<file path="config.mk">
export PLATFORM = sky130hd
export DESIGN_NAME = data_mem_port
export DESIGN_NICKNAME = d
export VERILOG_FILES = /design/src/rtl/data_mem_port.sv
export SDC_FILE = /design/constraint.sdc
export NUM_CORES = 1
export LEC_CHECK = 0
export CAP_MARGIN = 5
export CORE_UTILIZATION = 45
export DETAILED_ROUTE_END_ITERATION = 8
export PLACE_DENSITY = 0.9
export SLEW_MARGIN = 20
export SYNTH_ARGS = -nofsm -noshare
export SYNTH_HDL_FRONTEND = slang
export SYNTH_SLANG_ARGS = --single-unit
</file>
<file path="constraint.sdc">
create_clock -name Clk -period 2.3 [get_ports Clk]
set_clock_uncertainty 0.15 [all_clocks]
set_input_delay 0.345 -clock Clk [delete_from_list [all_inputs] [get_ports Clk]]
set_output_delay 0.345 -clock Clk [all_outputs]
set_load 0.01 [all_outputs]
</file>
<file path="src/rtl/data_mem_port.sv">
// Load/store port between the ALU and a req/ack word-wide memory bus.
// Handles byte/half/word lanes, load extension, stalls and access timeout.
module data_mem_port #(
    parameter int TIMEOUT = 15,
    parameter int CNT_W   = 8
) (
    input  logic        Clk,
    input  logic        Reset_L,
    input  logic        MemRead,
    input  logic        MemWrite,
    input  logic [1:0]  MemSize,
    input  logic        MemSigned,
    input  logic [31:0] Address,
    input  logic [31:0] WriteData,
    output logic [31:0] ReadData,
    output logic        Stall,
    output logic        AddrErr,
    output logic        BusErr,
    output logic        mem_req,
    output logic        mem_we,
    output logic [29:0] mem_addr,
    output logic [3:0]  mem_be,
    output logic [31:0] mem_wdata,
    input  logic [31:0] mem_rdata,
    input  logic        mem_ack
);

    typedef enum logic [1:0] {IDLE, ACCESS, DONE} state_t;

    localparam logic [CNT_W-1:0] TIMEOUT_C = CNT_W'(TIMEOUT);

    state_t           state;
    state_t           state_next;
    logic             access;
    logic             legal;
    logic             start;
    logic             timeout_hit;
    logic [CNT_W-1:0] counter;
    logic [CNT_W-1:0] cnt_inc;
    logic [1:0]       lo_q;
    logic [1:0]       size_q;
    logic             signed_q;
    logic [31:0]      read_q;
    logic [3:0]       be_sel;
    logic [31:0]      wdata_sel;
    logic [31:0]      shifted;
    logic [31:0]      load_val;

    always_comb begin
        legal = 1'b0;
        case (MemSize)
            2'b00:   legal = 1'b1;
            2'b01:   legal = ~Address[0];
            2'b10:   legal = (Address[1:0] == 2'b00);
            default: legal = 1'b0;
        endcase
    end

    assign access      = MemRead | MemWrite;
    assign start       = (state == IDLE) && access && legal;
    assign AddrErr     = (state == IDLE) && access && !legal;
    assign cnt_inc     = counter + CNT_W'(1);
    assign timeout_hit = (cnt_inc == TIMEOUT_C);
    // A rejected access must not expose a stale load result.
    assign ReadData    = AddrErr ? 32'h0 : read_q;

    always_ff @(posedge Clk) begin
        if (!Reset_L) state <= IDLE;
        else          state <= state_next;
    end

    always_comb begin
        state_next = state;
        Stall      = 1'b0;
        case (state)
            IDLE: begin
                if (start) begin
                    Stall      = 1'b1;
                    state_next = ACCESS;
                end
            end
            ACCESS: begin
                Stall = 1'b1;
                if (mem_ack || timeout_hit) state_next = DONE;
            end
            DONE:    state_next = IDLE;
            default: state_next = IDLE;
        endcase
    end

    always_comb begin
        be_sel    = 4'b1111;
        wdata_sel = WriteData;
        case (MemSize)
            2'b00: begin
                be_sel    = 4'b0001 << Address[1:0];
                wdata_sel = {4{WriteData[7:0]}};
            end
            2'b01: begin
                be_sel    = Address[1] ? 4'b1100 : 4'b0011;
                wdata_sel = {2{WriteData[15:0]}};
            end
            default: begin
                be_sel    = 4'b1111;
                wdata_sel = WriteData;
            end
        endcase
    end

    // Extraction uses the values latched at ACCESS entry, not the live inputs.
    always_comb begin
        shifted  = mem_rdata >> {lo_q, 3'b000};
        load_val = mem_rdata;
        case (size_q)
            2'b00:   load_val = signed_q ? {{24{shifted[7]}}, shifted[7:0]}
                                         : {24'h0, shifted[7:0]};
            2'b01:   load_val = signed_q ? {{16{shifted[15]}}, shifted[15:0]}
                                         : {16'h0, shifted[15:0]};
            default: load_val = mem_rdata;
        endcase
    end

    always_ff @(posedge Clk) begin
        if (!Reset_L) begin
            mem_req   <= 1'b0;
            mem_we    <= 1'b0;
            mem_addr  <= '0;
            mem_be    <= '0;
            mem_wdata <= '0;
            read_q    <= '0;
            BusErr    <= 1'b0;
            counter   <= '0;
            lo_q      <= '0;
            size_q    <= '0;
            signed_q  <= 1'b0;
        end else begin
            case (state)
                IDLE: begin
                    if (start) begin
                        mem_req   <= 1'b1;
                        mem_we    <= MemWrite;
                        mem_addr  <= Address[31:2];
                        mem_be    <= be_sel;
                        mem_wdata <= wdata_sel;
                        lo_q      <= Address[1:0];
                        size_q    <= MemSize;
                        signed_q  <= MemSigned;
                        counter   <= '0;
                    end else if (AddrErr) begin
                        read_q <= '0;
                    end
                end
                ACCESS: begin
                    counter <= cnt_inc;
                    // An ack on the timeout cycle still completes normally.
                    if (mem_ack) begin
                        mem_req <= 1'b0;
                        if (!mem_we) read_q <= load_val;
                    end else if (timeout_hit) begin
                        mem_req <= 1'b0;
                        read_q  <= '0;
                        BusErr  <= 1'b1;
                    end
                end
                DONE: begin
                    BusErr  <= 1'b0;
                    counter <= '0;
                end
                default: ;
            endcase
        end
    end

endmodule

</file>
* Word level (Yosys, flattened, before mapping)
Cells that the tools add are included.
Operators by class: bitwise gates (word level) 2, add/sub/neg operators 1, shifts and indexed selects 2, multiplexer cells 27, reduce and logical (&&, ||, !) cells 18, equal/unequal tests 13
Operators by type and width (count):
- $mux W32 | 7
- $pmux W32 S2 | 3
- $shr A32 B5 Y16 | 1
- $pmux W8 S3 | 1
- $ne A2 B2 Y1 const B | 5
- $add A8 B1 Y8 const B | 1
- $eq A8 B4 Y1 const B | 1
- $logic_not A2 Y1 | 4
- $mux W8 | 1
- $pmux W4 S2 | 1
- $eq A2 B1 Y1 const B | 3
- $mux W1 | 6
- $ne A3 B3 Y1 const B | 2
- $pmux W1 S2 | 3
- $reduce_and A2 Y1 | 3
- $reduce_and A3 Y1 | 2
- $eq A2 B2 Y1 const B | 2
- $mux W2 | 2
- $mux W4 | 1
- $pmux W2 S2 | 1
- $reduce_and A4 Y1 | 1
- $reduce_bool A2 Y1 | 2
- $shl A1 B2 Y4 const A | 1
- $logic_and A1 B1 Y1 | 3
- 6 further kinds | 6
Word-level totals: logic and storage cells 75, bits in registers 116, output and inout bits 103, input bits 104

* Longest topological paths before layout
Gate-level depths: netlist of the first run.
depth after elaboration 7, depth in mapped cells 7, depth with buffers taken out 6

* Worst setup path after synthesis of the first run
No wires, ideal clock.
path kind register to register, from register counter[0], to register read_q[30], clock period less this slack 1939 ps, buffers on the path 1, required time 2011 ps, stages on the path, launching flop included 8, arrival time 1650 ps, setup time 139 ps, path slack 361 ps, cells stage by stage dfxtp_1 > ha_1 > or3_1 > a21boi_0 > mux2i_1 > nor2_2 > buf_2 > o221ai_1
Between the ends: longest elaborated chain between the ends 4
Ends and longest elaborated chain:
- start, declared | RTL line 38 | logic [CNT_W-1:0] counter;
- start signal, assigned | RTL line 154 | counter <= cnt_inc;
- $add A8 B1 Y8 | RTL line 62 | assign cnt_inc = counter + CNT_W'(1);
- $eq A8 B4 Y1 | RTL line 63 | assign timeout_hit = (cnt_inc == TIMEOUT_C);
- $ne A3 B3 Y1 (no source line)
- $reduce_and A4 Y1 (no source line)
- end signal, assigned | RTL line 158 | if (!mem_we) read_q <= load_val;
- end, declared | RTL line 43 | logic [31:0] read_q;
No other way between the ends. A chain may end at the register's enable or synchronous reset.

* Worst setup path after layout of the first run
from input MemWrite, to output ReadData[12]
Between the ends: longest elaborated chain between the ends 4
Ends and longest elaborated chain:
- start, declared | RTL line 10 | input logic MemWrite,
- $or A1 B1 Y1 | RTL line 59 | assign access = MemRead | MemWrite;
- $logic_and A1 B1 Y1 (2 in a row) | RTL line 61 | assign AddrErr = (state == IDLE) && access && !legal;
- $mux W32
- end, declared | RTL line 15 | output logic [31:0] ReadData,
No other way between the ends.

==> summary.txt, run 1 <==
Route
  • Final ANT Viol Nets: 0
  • DRT Pass-1 Iters: 5
  • # DRC: 0
  • Metal3 WL: 1.83 mm
  • Top Layer Used: met4
  • DRT Wirelength: 18.8 mm
  • DR WL met2: 9.22 mm
  • DR WL/cell: 16.6 um
  • Initial DRC count: 550
  • M1 WL: 7.38 mm
  • Detailed-route via count: 6274
  • Vias/cell: 5.52

Synthesis
  • Post-synth top area share: 0.402
  • Unique masters post-synth: 52
  • Register area share after synthesis: 0.402
  • Mapped Cells: 738
  • Post-synth EDFFs: 0
  • Commonest cells in the netlist: nand2_1 (181), dfxtp_1 (116), a21oi_1 (76)
  • Mapped cell area: 5770 um2
  • Syn_area_per_cell: 7.82 um2
  • Synth Net Count: 844
  • Largest cells by area after synthesis: dfxtp_1 (40%), nand2_1 (12%), a21oi_1 (6.6%)
  • Synth warn: 0
  • Asr flop ratio synth: 0
  • Flops & latches, synth: 116
  • Ys flop type: dfxtp_1
  • Largest area contributor in the synthesized netlist: dfxtp_1
  • Most common cell in the netlist: nand2_1

GRT
  • Total track usage: 0.283
  • Number of global-route vias before repair: 5876
  • Pin count of the biggest net entering global routing: 52
  • Overflow after GRT: 0
  • Initial antenna violation count: 0
  • Global-route wire length before repair: 29.0 mm

Hold path
  • Hold Path Class: input port to register
  • Worst hold path depth: 4
  • Hold wc startpoint: Address[0]
  • WHS Endpoint: lo_q[0]

Critical path
  • Reg2Reg Depth: 7
  • Critical path endpoint category: output pin
  • Capture point of the worst reg-to-reg path: read_q[31]
  • Critical Path Slowest Stage Cell: clkdlybuf4s50_1
  • Data arrival, critical path: 1740 ps
  • Max stage delay on crit path: 500 ps
  • R2R Setup Slk: 180 ps
  • Crit-path leading delay family: buffers and inverters
  • WP data required: 1800 ps
  • Reg-to-Reg Start: counter[0]
  • Startpoint Class: input port
  • CP bufs+invs: 5
  • Crit path max fanout: 17
  • CP Class: input port to output pin
  • Critical-path cell list: clkdlybuf4s50_1, nor2_1, nor4_4, buf_6, buf_12, buf_16, nor2b_1, buf_2

Clock tree
  • Clock slew at reported path FFs: 50 ps
  • Worst skew pair latency: 410 ps
  • H-tree levels: 4
  • CTS max path bufs: 2
  • Root buffer cell: clkbuf_16
  • CTS hold repair buffers: 0
  • Total clock sinks: 116
  • CTS tree: yes
  • CTS buffer count: 17

Floorplanning
  • Die width: 115 um
  • Row cnt: 41
  • Initial core utilization: 0.459
  • Core area: 12600 um2
  • Die area: 13300 um2
  • Die Ht: 115 um
  • I/O pin count: 207

Pwr
  • Maximum vdd ir drop: 0.570 mV
  • Power Density: 691 nW/um2
  • Leakage: 3.41 nW

STA
  • Slew Viols, Final: 0
  • Setup_tns: 0 ps
  • Max-slew headroom: 0.580
  • Endpoints failing setup: 0
  • Final Hold Viols: 0
  • Setup ws final: 68.9 ps
  • Fin crit share: 0.970
  • RSZ-0062 raised after global routing: no
  • Final min period: 2230 ps
  • Min Hold Slack: 273 ps
  • F_max: 448 MHz
  • Slew @ Worst Pin: 628 ps

Layout
  • Filler instances: 966
  • NumNets Final: 1057
  • Synthesis-to-finish area growth: 51.5%
  • FF/Latch Area: 2320 um2
  • Layout cells sized above 1: 0.129
  • Antenna diode count: 0
  • Footprint of the multi-input gates: 3190 um2

Place
  • Port bufs: 206
  • Gpl congestion: 0.880
  • Dpl hpwl: 12.8 mm
  • Place WS: -429 ps

Run
  • Max-Cap Viols: 0

Outcome
  • Status: finished, final reports clean
## area by class of cell
type | instances | area share
Clock inverter | 10 | 0.0150
Inverter | 7 | 0.00300
Timing Repair Buffer | 252 | 0.275
Clock buffer | 22 | 0.0519
Tap cell | 172 | 0.0246
Multi-Input combinational cell | 557 | 0.365
Sequential cell | 116 | 0.265
## layout by cell type, fill, tap and decap left out, drive strengths merged, types with 6 or more instances in the layout
cell type,n
a211oi,10
a21oi,76
a311oi,8
buf,78
clkbuf,23
clkdlybuf4s50,168
clkinv,6
dfxtp,116
inv,7
mux2i,32
nand2,181
nand3,27
nand3b,9
nor2,42
nor2b,52
nor3,9
o211a,7
o211ai,14
o21ai,21
o221ai,24
o31ai,7
## power breakdown
part / internal (mW) / switching (mW)
Combinational: 0.610 / 0.585
Sequential: 2.13 / 0.0785
Clock: 1.72 / 0.920
## worst max-delay path by stage
stage          slack (ps)  startpoint  depth (start not counted)            to
6_report               70    MemWrite                          8  ReadData[12]
5_1_grt                 8    state[1]                          7   ReadData[8]
4_1_cts              -110    state[1]                          6  ReadData[19]
3_5_place_dp         -430  MemSize[0]                          6         Stall
3_3_place_gp         -400  MemSize[0]                          6         Stall
2_1_floorplan         360  counter[0]                          7    read_q[30]
## what timing repair did
item | in CTS | in global routing
resized for setup | 136 | 8
setup buffers | 3 | 1
pin swaps | 3 | 2
setup endpoints to repair | 34 | 34
gates cloned | 1 | 0
## per-stage QoR
step | power (mW) | cell area (um2) | utilization | instances
final | 6.04 | 8750 | 0.696 | 1136
after detailed placement | 3.40 | 8220 | 0.654 | 1099
after CTS | 6.06 | 8710 | 0.693 | 1135
after global placement | 3.37 | 8220 | 0.654 | 1099
after floorplan | 2.77 | 5770 | - | 738
after global routing | 6.28 | 8750 | 0.696 | 1136
## state kept, by name, indices dropped and copies added, names as in the netlist, 2 cells and up
register	count
state	2
read_q	32
mem_be	4
mem_addr	30
size_q	2
counter	8
mem_wdata	32
lo_q	2
## layer usage
metal,GRT usage,vias to the layer above
li1,-,2998
met1,0.325,2938
met2,0.473,302
met3,0.109,36
met4,0.110,0
met5,0,-
## worst reg2reg max path: stages, from the launching register on
cell      delay (ps)
dfxtp_1          350
ha_1             310
or3_1            320
a21boi_0         180
mux2i_1          150
nor2_2           170
buf_12           180
o221ai_1         160
## logic make-up (layout without fill, tap and decap cells)
family | Yosys count | after routing | share of synthesized area
DFF | 116 | 116 | 0.402
adders and majority gates | 2 | 2 | 0.00433
muxes | 34 | 34 | 0.0613
buffers and inverters | 65 | 291 | 0.0485
AOI/OAI and AO/OA | 185 | 185 | 0.212
xor gates and xnor gates | 1 | 1 | 0.00152
and+or+nand+nor | 335 | 335 | 0.270
Power figures use the tool's default switching activity.
==> run 2: changes to the inputs <==
--- a/config.mk
+++ b/config.mk
@@ -9,7 +9,6 @@
 export CORE_UTILIZATION = 45
 export DETAILED_ROUTE_END_ITERATION = 8
 export PLACE_DENSITY = 0.9
-export SLEW_MARGIN = 20
 export SYNTH_ARGS = -nofsm -noshare
 export SYNTH_HDL_FRONTEND = slang
 export SYNTH_SLANG_ARGS = --single-unit
==> constraint.sdc (replaced) <==
create_clock -name Clk -period 2.3 [get_ports Clk]
set_clock_uncertainty 0.15 [all_clocks]
set_input_delay 0.345 -clock Clk [delete_from_list [all_inputs] [get_ports Clk]]
set_output_delay 0.345 -clock Clk [all_outputs]
set_load 0.005 [all_outputs]
==> run 2 against run 1 <==
- combinational power is 3% higher
- largest power group unchanged
- cell count grew 1.1%
- die area stayed put
- fmax increased by 0.26%
==> summary.txt, run 2 (same netlist as run 1, synthesis figures left out) <==
Floorplanning
  • Initial core utilization: 0.459
  • Core area: 12600 um2
  • Die area: 13300 um2
  • Die width: 115 um
  • Row cnt: 41
  • Die Ht: 115 um
  • I/O pin count: 207

Layout
  • Commonest non-fill, non-tap cell in the layout: nand2_1
  • Synthesis-to-finish area growth: 54.4%
  • Most frequent cells in the layout: nand2_1 (181), clkdlybuf4s50_1 (167), dfxtp_1 (115)
  • Layout cells sized above 1: 0.140
  • Finished Layout Cells: 1148
  • FF/Latch Area: 2320 um2
  • Filler instances: 955
  • Footprint of the multi-input gates: 3210 um2
  • Regs by FF count: mem_wdata (32), read_q (32), mem_addr (30)
  • NumNets Final: 1069

Critical path
  • CP most frequent cell: buf_12
  • Startpoint Class: register
  • CP Class: register to output pin
  • R2R Setup Slk: 170 ps
  • Reg2Reg Depth: 11
  • Reg-to-Reg Start: state[0]
  • Critical-path cell list: or2_4, nor4_4, buf_4, buf_12, buf_12, nor2b_1, buf_2
  • Capture point of the worst reg-to-reg path: read_q[7]
  • Max stage delay on crit path: 310 ps
  • Critical path endpoint category: output pin
  • Critical Path Slowest Stage Cell: dfxtp_2
  • Data arrival, critical path: 1730 ps
  • WP data required: 1800 ps
  • Crit path max fanout: 9

Pwr
  • Power share of the clock group: 0.434
  • Maximum vdd ir drop: 0.505 mV
  • P_int: 4.56 mW
  • Combinational Power Share: 0.203
  • Power Density: 682 nW/um2
  • Psw: 1.53 mW
  • Switching Share: 0.251
  • Leakage: 3.49 nW
  • Sequential share of power: 0.364
  • Tot Pwr: 6.08 mW

Clock tree
  • CTS hold repair buffers: 0
  • CTS max path bufs: 2
  • Root buffer cell: clkbuf_16
  • Total clock sinks: 116
  • Clock slew at reported path FFs: 50 ps
  • CTS tree: yes
  • H-tree levels: 4
  • CTS buffer count: 17
  • Worst skew pair latency: 410 ps

STA
  • Slew @ Worst Pin: 545 ps
  • RSZ-0062 raised after global routing: no
  • Final min period: 2230 ps
  • Max-slew headroom: 0.636
  • F_max: 449 MHz
  • Setup_tns: 0 ps
  • Slew Viols, Final: 0
  • Endpoints failing setup: 0
  • Min Hold Slack: 213 ps
  • Final Hold Viols: 0
  • Setup ws final: 74.7 ps
  • Fin crit share: 0.968

Route
  • Detailed-route via count: 6341
  • DR WL met2: 9.46 mm
  • Initial DRC count: 547
  • Metal3 WL: 1.95 mm
  • DRT Pass-1 Iters: 5
  • DR WL/cell: 17.0 um
  • Vias/cell: 5.52
  • # DRC: 0
  • Final ANT Viol Nets: 0
  • DRT Wirelength: 19.5 mm
  • Top Layer Used: met4
  • M1 WL: 7.63 mm

Place
  • Dpl hpwl: 12.7 mm
  • Port bufs: 206
  • Gpl congestion: 0.887
  • Place WS: -385 ps
  • Placed cell count: 1102

GRT
  • Number of global-route vias before repair: 5980
  • Global-route wire length before repair: 29.8 mm
  • Initial antenna violation count: 3
  • Overflow after GRT: 0
  • Pin count of the biggest net entering global routing: 52
  • Total track usage: 0.293

Hold path
  • Hold Path Class: input port to register
  • Hold wc startpoint: MemWrite
  • WHS Endpoint: mem_we
  • Worst hold path depth: 4

Outcome
  • Status: finished, final reports clean

Run
  • Max-Cap Viols: 0
==> run 2: how the worst max path moves through the flow <==
stage	depth (start not counted)	endpoint	startpoint	slack, ps
final	7	ReadData[2]	state[0]	70
after global routing	7	ReadData[25]	state[0]	5
after CTS	8	ReadData[2]	state[0]	-180
after detailed placement	6	Stall	MemSize[0]	-390
after global placement	6	Stall	MemSize[0]	-370
after floorplan	7	read_q[30]	counter[0]	360
==> run 2: per-layer routing <==
layer | vias up | GRT usage
li1 | 3023 | -
met1 | 2967 | 0.323
met2 | 312 | 0.505
met3 | 39 | 0.111
met4 | 0 | 0.122
met5 | - | 0
==> run 2: cell type report <==
type,count,area share
multi-input combinational,557,0.360
tap,172,0.0241
antenna,3,0.000842
clock buffer,24,0.0540
inverter,7,0.00295
timing repair buffer,264,0.286
clock inverter,5,0.0112
sequential,116,0.261
==> run 2: repair_timing <==
action,in CTS,in global routing
resized for setup,144,6
setup endpoints to repair,34,65
cloned,2,0
setup buffers,13,0
pin swaps,4,1
==> run 2: power by group through the flow <==
stage | combinational, mW | sequential [mW] | clock, mW
final | 1.23 | 2.21 | 2.64
after global routing | 1.31 | 2.22 | 2.77
after CTS | 1.22 | 2.21 | 2.66
after detailed placement | 1.11 | 2.25 | 0
after global placement | 1.09 | 2.24 | 0
after floorplan | 0.485 | 2.24 | 0
==> run 2: worst max-delay path, delay by kind of cell, from the launching register on <==
kind,cells,cell delay [ps]
buffers and inverters,4,540
DFF,1,310
and+or+nand+nor,3,470
==> run 2: per-stage QoR <==
| step | utilization | instance area [um2] |
|---|---|---|
| 2_1_floorplan | - | 5770 |
| 3_3_place_gp | 0.656 | 8250 |
| 3_5_place_dp | 0.656 | 8250 |
| 4_1_cts | 0.708 | 8900 |
| 5_1_grt | 0.709 | 8920 |
| 6_report | 0.709 | 8920 |
==> run 3: changes to the inputs <==
--- a/config.mk
+++ b/config.mk
@@ -7,8 +7,10 @@
 export LEC_CHECK = 0
 export CAP_MARGIN = 5
 export CORE_UTILIZATION = 45
+export CTS_CLUSTER_DIAMETER = 30
 export DETAILED_ROUTE_END_ITERATION = 8
 export PLACE_DENSITY = 0.9
+export REMOVE_ABC_BUFFERS = 1
 export SYNTH_ARGS = -nofsm -noshare
 export SYNTH_HDL_FRONTEND = slang
 export SYNTH_SLANG_ARGS = --single-unit
==> run 3 against run 2 <==
- worst hold slack improved by 26 ps
- sequential cell count unchanged
- die area unchanged
- setup slack got worse by 59 ps
- fmax decreased by 2.6%
- wire length increased by 3.9%
- first-iteration DRC count decreased by 6.8%
- non-clock buffer count increased by 1
- sequential share of layout area decreased by 0.17 points
- register-to-register slack got worse by 70 ps
- cell count about the same
- via count increased by 3.1%
==> summary.txt, run 3 (same netlist as run 1, synthesis figures left out) <==
Clock tree
  • CTS max path bufs: 2
  • H-tree levels: 4
  • CTS buffer count: 17
  • Clock slew at reported path FFs: 50 ps
  • Total clock sinks: 116
  • Root buffer cell: clkbuf_16
  • Worst skew pair latency: 420 ps
  • CTS tree: yes

Layout
  • Commonest non-fill, non-tap cell in the layout: nand2_1
  • Most frequent cells in the layout: nand2_1 (181), clkdlybuf4s50_1 (166), dfxtp_1 (114)
  • Synthesis-to-finish area growth: 55.6%
  • Layout cells sized above 1: 0.154
  • Regs by FF count: mem_wdata (32), read_q (32), mem_addr (30)
  • NumNets Final: 1070
  • Antenna diode count: 0
  • Filler instances: 929
  • Finished Layout Cells: 1149
  • Final core utilization: 0.715

STA
  • Final Hold Viols: 0
  • Endpoints failing setup: 0
  • Max-slew headroom: 0.622
  • F_max: 438 MHz
  • RSZ-0062 raised after global routing: yes
  • Setup ws final: 15.8 ps
  • Final min period: 2280 ps
  • Slew Viols, Final: 0
  • Slew @ Worst Pin: 565 ps
  • Fin crit share: 0.993

Critical path
  • Data arrival, critical path: 1790 ps
  • CP Class: register to output pin
  • Crit path max fanout: 8
  • Critical path endpoint category: output pin
  • Startpoint Class: register
  • WP data required: 1800 ps

Floorplanning
  • Initial core utilization: 0.459
  • Die area: 13300 um2
  • I/O pin count: 207
  • Die width: 115 um
  • Die Ht: 115 um
  • Row cnt: 41
  • Core area: 12600 um2

GRT
  • Pin count of the biggest net entering global routing: 47
  • Initial antenna violation count: 0
  • Overflow after GRT: 0
  • Global-route wire length before repair: 31.9 mm
  • Number of global-route vias before repair: 6416
  • Total track usage: 0.315

Route
  • Final ANT Viol Nets: 0
  • # DRC: 0
  • DR WL/cell: 17.7 um
  • Vias/cell: 5.69
  • Detailed-route via count: 6535
  • DRT Wirelength: 20.3 mm
  • Initial DRC count: 510
  • DRT Pass-1 Iters: 6

Pwr
  • Leakage: 3.51 nW
  • Tot Pwr: 6.49 mW
  • Maximum vdd ir drop: 0.514 mV
  • Power Density: 723 nW/um2

Run
  • Max-Cap Viols: 0

Place
  • Port bufs: 206
  • Dpl hpwl: 12.3 mm
  • Gpl congestion: 0.809
  • Place WS: -494 ps
  • Placed cell count: 1098

Hold path
  • Hold Path Class: input port to register

Outcome
  • Status: finished, final reports clean
==> run 3: cell type report <==
| type | count | area, um2 | area share |
|---|---|---|---|
| clock buffers | 19 | 453 | 0.0504 |
| flip-flops and latches | 116 | 2320 | 0.259 |
| inverters | 7 | 26.3 | 0.00293 |
| well taps | 172 | 215 | 0.0240 |
| repair buffers | 265 | 2510 | 0.279 |
| multi-input cells | 557 | 3220 | 0.359 |
| clock inverters | 13 | 229 | 0.0255 |
==> run 3: power by group <==
| part | internal, mW | switching [mW] |
|---|---|---|
| logic | 0.647 | 0.577 |
| clock network | 2.08 | 0.971 |
| registers | 2.13 | 0.0826 |
| total | 4.86 | 1.63 |
==> run 3: final timing paths <==
path         cells past startpoint   startpoint  slack (ps)           end
max                              8     state[1]          20  ReadData[27]
min reg2reg                      2  mem_addr[0]         300   mem_addr[0]
max reg2reg                      6   counter[0]         100     read_q[3]
min                              4     MemWrite         240        mem_we
==> run 3: critical path: stages (launching register included) <==
cell	delay [ps]
dfxtp_2	310
or2_4	250
nor4_4	140
buf_6	160
buf_12	120
buf_8	130
buf_6	100
nor2b_1	30
buf_2	120
==> run 3: through the flow <==
step           setup TNS [ps]  hold WS, ps  instance area [um2]
2_1_floorplan          -68340          286                 5520
5_1_grt                  -147          241                 8980
6_report                    0          239                 8980
3_3_place_gp           -36280          290                 8190
3_5_place_dp           -40490          297                 8190
4_1_cts                 -3020          303                 9090
==> run 3: per-layer routing <==
metal | global-route usage | up-vias | share of wire
met4 | 0.164 | 0 | 0.037
met2 | 0.552 | 390 | 0.50
met1 | 0.317 | 3036 | 0.35
met5 | 0 | - | 0
met3 | 0.135 | 76 | 0.11
li1 | - | 3033 | -
==> run 3: repair_timing <==
action | CTS | global route
setup buffers | 18 | 3
endpoints found under the setup margin | 34 | 40
hold buffers | 0 | 0
cloned | 5 | 0
resized for setup | 130 | 32
pin swaps | 3 | 4
hold endpoints to repair | 0 | 0
